## config.mk

```make
export PLATFORM = sky130hd
export DESIGN_NAME = mem_port_arbiter
export DESIGN_NICKNAME = d
export VERILOG_FILES = /design/src/rtl/mem_arb_pkg.sv /design/src/rtl/rr_priority_picker.sv /design/src/rtl/mem_port_arbiter.sv
export SDC_FILE = /design/constraint.sdc
export NUM_CORES = 1
export LEC_CHECK = 0
export CORE_ASPECT_RATIO = 1.4
export CORE_MARGIN = 2
export CORE_UTILIZATION = 35
export CTS_CLUSTER_SIZE = 28
export DETAILED_ROUTE_END_ITERATION = 8
export PLACE_DENSITY_LB_ADDON = 0.12
export SLEW_MARGIN = 20
export SYNTH_ARGS = -nofsm -noshare
export SYNTH_HDL_FRONTEND = slang
export SYNTH_SLANG_ARGS = --single-unit
export TNS_END_PERCENT = 30
```

## constraint.sdc

```tcl
create_clock -name clk -period 3.4 [get_ports clk]
set_clock_uncertainty 0.2 [all_clocks]
set_input_delay 0.34 -clock clk [delete_from_list [all_inputs] [get_ports clk]]
set_output_delay 0.34 -clock clk [all_outputs]
set_load 0.02 [all_outputs]
```

## src/rtl/mem_arb_pkg.sv

```systemverilog
// Shared types and constants for the memory port arbiter.
// Requester slots: 0 = A reader, 1 = B reader, 2 = C writer.
package mem_arb_pkg;

    typedef enum logic [1:0] {
        IDLE    = 2'd0,
        GRANT   = 2'd1,
        RELEASE = 2'd2
    } arb_state_t;

    localparam int REQ_A = 0;
    localparam int REQ_B = 1;
    localparam int REQ_C = 2;

    localparam int DEFAULT_NUM_REQ = 3;
    localparam int WATCHDOG_WIDTH  = 16;

    // Index width that stays legal for a single-requester build.
    function automatic int idx_width(input int n);
        return (n > 1) ? $clog2(n) : 1;
    endfunction

endpackage

```

## src/rtl/rr_priority_picker.sv

```systemverilog
// Combinational round-robin picker: the first asserted request at or after
// ptr (wrapping modulo NUM_REQ) wins.
module rr_priority_picker
    import mem_arb_pkg::*;
#(
    parameter int NUM_REQ = DEFAULT_NUM_REQ,
    parameter int IDX_W   = idx_width(NUM_REQ)
) (
    input  logic [NUM_REQ-1:0] req,
    input  logic [IDX_W-1:0]   ptr,
    output logic [IDX_W-1:0]   winner,
    output logic               any_req
);

    // Walk from the farthest candidate back to ptr so the nearest hit wins.
    always_comb begin
        winner  = ptr;
        any_req = 1'b0;
        for (int i = NUM_REQ - 1; i >= 0; i--) begin
            if (req[wrap_idx(int'(ptr) + i)]) begin
                winner  = wrap_idx(int'(ptr) + i);
                any_req = 1'b1;
            end
        end
    end

    function automatic logic [IDX_W-1:0] wrap_idx(input int pos);
        int p;
        p = pos;
        if (p >= NUM_REQ) begin
            p = p - NUM_REQ;
        end
        return IDX_W'(p);
    endfunction

endmodule

```

## src/rtl/mem_port_arbiter.sv

```systemverilog
// Round-robin arbiter sharing one memory port among NUM_REQ requesters,
// with a per-grant watchdog that flags a sticky timeout.
module mem_port_arbiter
    import mem_arb_pkg::*;
#(
    parameter int NUM_REQ        = DEFAULT_NUM_REQ,
    parameter int ADDR_WIDTH     = 16,
    parameter int TIMEOUT_CYCLES = 255
) (
    input  logic                                clk,
    input  logic                                reset,
    input  logic [NUM_REQ-1:0]                  req_i,
    input  logic [NUM_REQ-1:0][ADDR_WIDTH-1:0]  addr_i,
    input  logic [NUM_REQ-1:0]                  wr_i,
    output logic [NUM_REQ-1:0]                  done_o,
    output logic [NUM_REQ-1:0]                  grant_o,
    output logic                                mem_valid_o,
    output logic [ADDR_WIDTH-1:0]               mem_addr_o,
    output logic                                mem_we_o,
    input  logic                                mem_ready_i,
    output logic                                timeout_o
);

    localparam int IDX_W = idx_width(NUM_REQ);
    localparam logic [IDX_W-1:0] LAST_IDX = IDX_W'(NUM_REQ - 1);
    localparam logic [WATCHDOG_WIDTH-1:0] WD_LAST = WATCHDOG_WIDTH'(TIMEOUT_CYCLES - 1);

    arb_state_t                state;
    logic [IDX_W-1:0]          ptr;
    logic [IDX_W-1:0]          winner;
    logic [WATCHDOG_WIDTH-1:0] watchdog;
    logic [NUM_REQ-1:0]        grant_q;
    logic                      valid_q;
    logic                      timeout_q;

    logic [IDX_W-1:0] pick_winner;
    logic             pick_any;
    logic             ready_hit;
    logic             wd_expired;
    logic [IDX_W-1:0] next_ptr;

    rr_priority_picker #(
        .NUM_REQ (NUM_REQ),
        .IDX_W   (IDX_W)
    ) u_picker (
        .req     (req_i),
        .ptr     (ptr),
        .winner  (pick_winner),
        .any_req (pick_any)
    );

    // The watchdog holds the count of GRANT cycles already elapsed, so the
    // last permitted cycle is the one where it equals TIMEOUT_CYCLES-1.
    assign ready_hit  = (state == GRANT) && mem_ready_i;
    assign wd_expired = (state == GRANT) && (watchdog == WD_LAST);
    assign next_ptr   = (winner == LAST_IDX) ? '0 : winner + 1'b1;

    always_ff @(posedge clk) begin
        if (reset) begin
            state     <= IDLE;
            ptr       <= '0;
            winner    <= '0;
            watchdog  <= '0;
            grant_q   <= '0;
            valid_q   <= 1'b0;
            timeout_q <= 1'b0;
        end else begin
            case (state)
                IDLE: begin
                    if (pick_any) begin
                        state    <= GRANT;
                        winner   <= pick_winner;
                        watchdog <= '0;
                        grant_q  <= NUM_REQ'(1) << pick_winner;
                        valid_q  <= 1'b1;
                    end
                end
                GRANT: begin
                    watchdog <= watchdog + 1'b1;
                    if (ready_hit || wd_expired) begin
                        state   <= RELEASE;
                        ptr     <= next_ptr;
                        grant_q <= '0;
                        valid_q <= 1'b0;
                    end
                    // A completion in the final watchdog cycle is not an error.
                    if (wd_expired && !ready_hit) begin
                        timeout_q <= 1'b1;
                    end
                end
                RELEASE: begin
                    state <= IDLE;
                end
                default: begin
                    state   <= IDLE;
                    grant_q <= '0;
                    valid_q <= 1'b0;
                end
            endcase
        end
    end

    always_comb begin
        mem_addr_o = '0;
        mem_we_o   = 1'b0;
        done_o     = '0;
        if (valid_q) begin
            mem_addr_o = addr_i[winner];
            mem_we_o   = wr_i[winner];
        end
        if (ready_hit) begin
            done_o = grant_q;
        end
    end

    assign grant_o     = grant_q;
    assign mem_valid_o = valid_q;
    assign timeout_o   = timeout_q;

endmodule

```

; ---- Word-level counts from Yosys, hierarchy flattened
; Cells that the tools add are included.
[op_classes]
bitwise_logic = 1
addsub = 7
n_mux = 34
order_cmp = 7
n_eq_ne = 6
shift = 1
n_reduce_logical = 13
[ops]
columns = op, n
row1 = 2-to-1 mux 16 bit, 3
row2 = binary-select mux 16 bit (select 2 bit), 1
row3 = case mux 16 bit (2 select lines), 1
row4 = 2-to-1 mux 2 bit, 9
row5 = adder 16 x 1 -> 16 bit (second input constant), 1
row6 = == test 16 x 8 -> 1 bit (second input constant), 1
row7 = less-than comparator 2 x 3 -> 1 bit (second input constant), 4
row8 = 2-to-1 mux 1 bit, 10
row9 = AND reduction 2 bit, 5
row10 = 2-to-1 mux 3 bit, 3
row11 = case mux 3 bit (3 select lines), 1
row12 = binary-select mux 1 bit (select 2 bit), 4
row13 = greater-or-equal comparator 3 x 2 -> 1 bit (second input constant), 2
row14 = == test 2 bit (second input constant), 2
row15 = case mux 2 bit (2 select lines), 1
row16 = subtractor 2 bit (second input constant), 2
row17 = adder 2 x 1 -> 3 bit (second input constant), 1
row18 = adder 2 x 2 -> 3 bit (second input constant), 1
row19 = logical AND 1 bit, 3
row20 = case mux 1 bit (3 select lines), 1
row21 = AND reduction 3 bit, 1
row22 = << shifter 1 x 2 -> 3 bit (first input constant), 1
row23 = adder 2 x 1 -> 2 bit (second input constant), 1
row24 = == test 2 x 1 -> 1 bit (second input constant), 1
row25 = 9 further kinds, 9
[word_totals]
in_bits = 57
regBits = 27
word_cells = 76

; ---- Depth between registers and ports, before layout
[depth]
word_depth = 11
ltp_mapped = 10
mapped_depth_nobuf = 8

; ---- Modules after synthesis
; A second synthesis with hierarchy kept.
[hier_totals]
hier_cells = 279
area_unflattened_um2 = 2094.5
[by_module_without_submodules]
columns = module, cells_per_inst, area_per_inst_um2, n_inst, seq_area_each_um2
row1 = mem_port_arbiter, 240, 1828.0, 1, 540.5
row2 = rr_priority_picker, 39, 266.5, 1, 0.0

; ---- Least setup slack after synthesis
; OpenSTA, ideal clock, no wires.
[synth_path]
path_type = flip-flop to flip-flop
from = register ptr[0]
to = register watchdog[14]
path_slack_ns = 1.049
setup_time_ns = 0.117
stages_incl_launch_ff = 10
arrival_time_ns = 2.034
period_less_slack_ns = 2.351
path_buffers = 1
required_time_ns = 3.083
cell_sequence = dfxtp_1 -> inv_1 -> ha_1 -> a22o_1 -> or3_4 -> a211oi_4 -> buf_6 -> nor3_1 -> xnor2_1 -> nor2_1
[synth_between]
elab_chain_cells = 10
word_cells_on_any_way = 22
classes_between = 5 x add/sub / 3 x order compare / 1 x eq/ne / 12 x mux / 1 x reduce/logical
[synth_lines]
columns = element, line_no
row1 = from (decl), mem_port_arbiter.sv:29  ; logic [IDX_W-1:0] ptr;
row2 = from (signal assigned), mem_port_arbiter.sv:82  ; ptr <= next_ptr;
row3 = adder 2 x 2 -> 3 bit, rr_priority_picker.sv:20  ; if (req[wrap_idx(int'(ptr) + i)]) begin
row4 = greater-or-equal comparator 3 x 2 -> 1 bit / subtractor 2 bit (equally long branches), "rr_priority_picker.sv:30, rr_priority_picker.sv:31"
row5 = 2-to-1 mux 2 bit, rr_priority_picker.sv:30  ; if (p >= NUM_REQ) begin
row6 = binary-select mux 1 bit (select 2 bit), rr_priority_picker.sv:20
row7 = 2-to-1 mux 1 bit (implied by the code), rr_priority_picker.sv:20
row8 = 2-to-1 mux 1 bit (2 in series), rr_priority_picker.sv:20
row9 = 2-to-1 mux 1 bit *, rr_priority_picker.sv:20
row10 = != test 2 bit (no source line) *, -
row11 = AND reduction 2 bit (no source line) *, -
row12 = to (signal assigned), mem_port_arbiter.sv:79  ; watchdog <= watchdog + 1'b1;
row13 = to (decl), mem_port_arbiter.sv:31  ; logic [WATCHDOG_WIDTH-1:0] watchdog;
; Every way passes the cells marked *; elsewhere a longest branch is shown, timed or not. The select of a mux whose other input is x is not followed.
; A chain may end at the register's enable or synchronous reset.

; ---- Final worst setup path
[layout_path]
from = register ptr[0]
to = register watchdog[3]
; The elaborated chain is that of the path after synthesis.

==> summary.md <==
| Metric | Value |
|---|---|
| Outcome | completed |
| Crit path required time | roughly 3400 ps |
| Largest net degree at the start of global routing | 20 |
| Unique masters post-synth | 46 |
| # port buffers | 81 |
| CP peak stage delay | 480 ps |
| Critical Path Start Type | flip-flop |
| Starting DRT DRC Count | 52 |
| Smallest hold slack | 293.1 ps |
| Crit-path max FO | 14 |
| Setup Viol. Count Final | 0 |
| Slew @ Worst Pin | 551.6 ps |
| Final HPWL DP | 4146 µm |
| CP max stage cell | ha_1 |
| Clock latency on the worst-skew pair | 270 ps |
| Synth Cell Area | 1969 µm² |
| Layout fillers | 576 |
| Core Box Area | 5485 µm² |
| Area of the multi-input gates | ~1300 µm² |
| Clock-pin slew on the worst setup and hold paths | 100 ps |
| Worst Hold Class | flip-flop to flip-flop |
| Crit path kind | flip-flop to flip-flop |
| Routed WL | 5403 µm |
| Post CTS Setup Buffer Count | 0 |
| Vias in the first global route | between 1500 and 2000 |
| Register Area | 540.5 µm² |
| Post-Syn Instances | 253 |
| I/O pins | 82 |
| Delay-heaviest family, CP | simple AND/OR/NAND/NOR gates |
| Chip height | 92.76 µm |
| Fmax | approximately 350 MHz |
| Flop2flop setup slack | roughly 560 ps |
| Post-CTS sizing | 0 |
| Final setup TNS | 0 ps |
| Endpoint class of the critical path | flip-flop |
| Synth Register Bits | 27 |
| Remaining global-route overflow | 0 |
| Maximum clock insertion buffer count | 2 |
| DRT Pass-1 Iters | 4 |
| DRC | 0 |
| Max-Cap Viols | 0 |
| Vias | between 1500 and 2000 |
| Design Area, Final | 2872 µm² |
| Detailed-route wire length per cell | ~14 µm |
| Period utilisation layout | 0.8349 |
| Max VDD drop | 253.8 µV |
| Final-report max-slew violation count | 0 |
| Unrepaired setup endpoints after global routing | no |
| Sequential fraction of the synthesis area | 0.2745 |
| Yosys warnings | 0 |
| Layout Nets | between 300 and 400 |
| PD cells | ~340 nW/µm² |
| Initial Util | 0.3590 |
| Final hold vios | 0 |
| Mapped Nets | ~320 |
| Lkg Pwr | 0.9738 nW |
| Number of buffers created by CTS | 3 |
| Critical Path AT | about 2800 ps |
| CP cell instances | inv_1 > ha_1 > a21boi_0 > or3_4 > a22oi_4 > nand2b_1 > a311oi_1 |
| Fraction of layout cells with a size suffix above 1 | 0.04893 |
| Syn avg cell area | ~7.8 µm² |
| CP Launch Point | ptr[0] |
| N_diodes | 0 |
| H-tree levels | 1 |
| Critical path capture point | watchdog[3] |
| Post-DRT Antenna Nets | 0 |
| Crit Reg-Reg Endpoint | watchdog[3] |
| CTS tree | yes |
| CP Buf/Inv Count | 1 |
| Via density | 5.048 |
| Worst reg2reg path depth | 7 |
| Hold Buf Count CTS | 0 |
| Die span in x | 67.40 µm |
| RD Place Congestion | just under 0.8 |
| Rel. slew slack | 0.6318 |
| Sink Count | 27 |
| Ys flop type | dfxtp_1 |
| Min Tclk post-route | 2839 ps |
| Initial antenna violation count | 0 |
| FF-to-FF Start | ptr[0] |
| Total die area | between 6000 and 7000 µm² |
| First-pass GRT wire length | between 9000 and 10000 µm |
| Clk root buf | clkbuf_8 |
| Row count | 32 |
| Post-synthesis async set-or-reset flop share | 0 |
| EDFF count, synth | 0 |
| Placed inst area | roughly 2800 µm² |
| Area growth syn-to-layout | 45.81% |
| Crit path depth | 7 |
| GRT Overall Usage | 0.1807 |
==> cell usage after synthesis, types with 4 or more instances <==
| library cell | n | area share |
|---|---|---|
| xnor2_1 | 12 | 0.053 |
| o21ai_0 | 21 | 0.053 |
| nand3_1 | 5 | 0.013 |
| ha_1 | 5 | 0.032 |
| inv_1 | 6 | 0.011 |
| and2_1 | 17 | 0.054 |
| nor2_1 | 20 | 0.038 |
| a21oi_1 | 13 | 0.033 |
| nand2b_1 | 7 | 0.022 |
| dfxtp_1 | 27 | 0.27 |
| mux2i_1 | 18 | 0.091 |
| nor2b_1 | 4 | 0.013 |
| buf_2 | 4 | 0.010 |
| clkbuf_1 | 8 | 0.015 |
| and3_1 | 4 | 0.013 |
| nor3_1 | 11 | 0.028 |
| nand2_1 | 29 | 0.055 |
==> where the power goes <==
part / switching [mW] / internal, mW
clock network: 0.102 / 0.0831
registers: 0.0257 / 0.334
logic: 0.208 / 0.223
==> layout make-up <==
cell class | instances | area share
clock buffers | 3 | 0.01438
repair buffers | 85 | 0.2928
well taps | 68 | 0.02963
inverters | 6 | 0.007843
clock inverters | 1 | 0.002614
flip-flops and latches | 27 | 0.1882
multi-input cells | 205 | 0.4645
==> per-layer routing <==
metal	global-route usage	wire length (µm)	vias to the layer above
met5	0	0	-
li1	-	-	1034
met1	0.2238	2311	892
met4	0.04592	29	0
met3	0.02673	467	2
met2	0.3185	2594	66
==> cell usage in the layout (no fill, tap or decap), types with 2 or more instances in the layout <==
| master | synthesis | layout |
|---|---|---|
| a211oi_1 | 2 | 2 |
| nand2_1 | 29 | 29 |
| ha_1 | 5 | 5 |
| o21ai_1 | 2 | 2 |
| clkbuf_8 | 0 | 3 |
| nor2_1 | 20 | 20 |
| clkdlybuf4s50_1 | 0 | 81 |
| and3_1 | 4 | 4 |
| a21oi_1 | 13 | 13 |
| nand2b_1 | 7 | 7 |
| nor2b_1 | 4 | 4 |
| dfxtp_1 | 27 | 27 |
| nand4_1 | 3 | 3 |
| a311oi_2 | 2 | 2 |
| nor3b_1 | 2 | 2 |
| and2_1 | 17 | 17 |
| nor3_1 | 11 | 11 |
| buf_4 | 1 | 4 |
| a21o_1 | 3 | 3 |
| nor4b_1 | 2 | 2 |
| and4_1 | 3 | 3 |
| inv_1 | 6 | 6 |
| nand3_1 | 5 | 5 |
| mux2i_1 | 18 | 18 |
| o21ai_0 | 21 | 21 |
| nand4b_1 | 3 | 3 |
| xnor2_1 | 12 | 12 |
==> kinds of logic (layout without fill, tap and decap cells) <==
group	after synthesis	after routing	share of synthesized area
compound gates	55	55	0.1912
xor+xnor	12	12	0.05337
fa+ha+maj	5	5	0.03177
buf+inv	21	95	0.04828
flops	27	27	0.2745
mux	18	18	0.09149
simple gates	115	115	0.3094
==> worst register-to-register path, cell delays in order (launching register included) <==
cell      delay (ps)
dfxtp_1          410
inv_1             90
ha_1             480
a21boi_0         180
or3_4            440
a22oi_4          300
nand2b_1         370
a311oi_1         290
==> registers in the layout, summed over array words and instances, names as in the netlist <==
signal	cells
winner	2
state	2
grant_o	3
timeout_o	1
mem_valid_o	1
ptr	2
watchdog	16
==> how the worst min path moves through the flow <==
stage / cells after the start / to / start
detailed placement: 2 / timeout_o / timeout_o
CTS: 2 / grant_o[1] / grant_o[1]
floorplan: 1 / grant_o[2] / reset
global route: 2 / grant_o[2] / grant_o[2]
finish: 2 / grant_o[1] / grant_o[1]
global placement: 2 / grant_o[2] / grant_o[2]
==> through the flow <==
stage            util  instances  worst slack [ps]  total power [mW]
6_report       0.5235        395             561.5            0.9756
5_1_grt        0.5235        395             243.6             1.040
4_1_cts        0.5235        395             522.4            0.9879
3_5_place_dp   0.5146        391             519.8            0.8037
3_3_place_gp   0.5146        391             608.2            0.7989
2_1_floorplan       -        253              1049            0.6152
No activity file was read; power rests on OpenSTA's default activity.
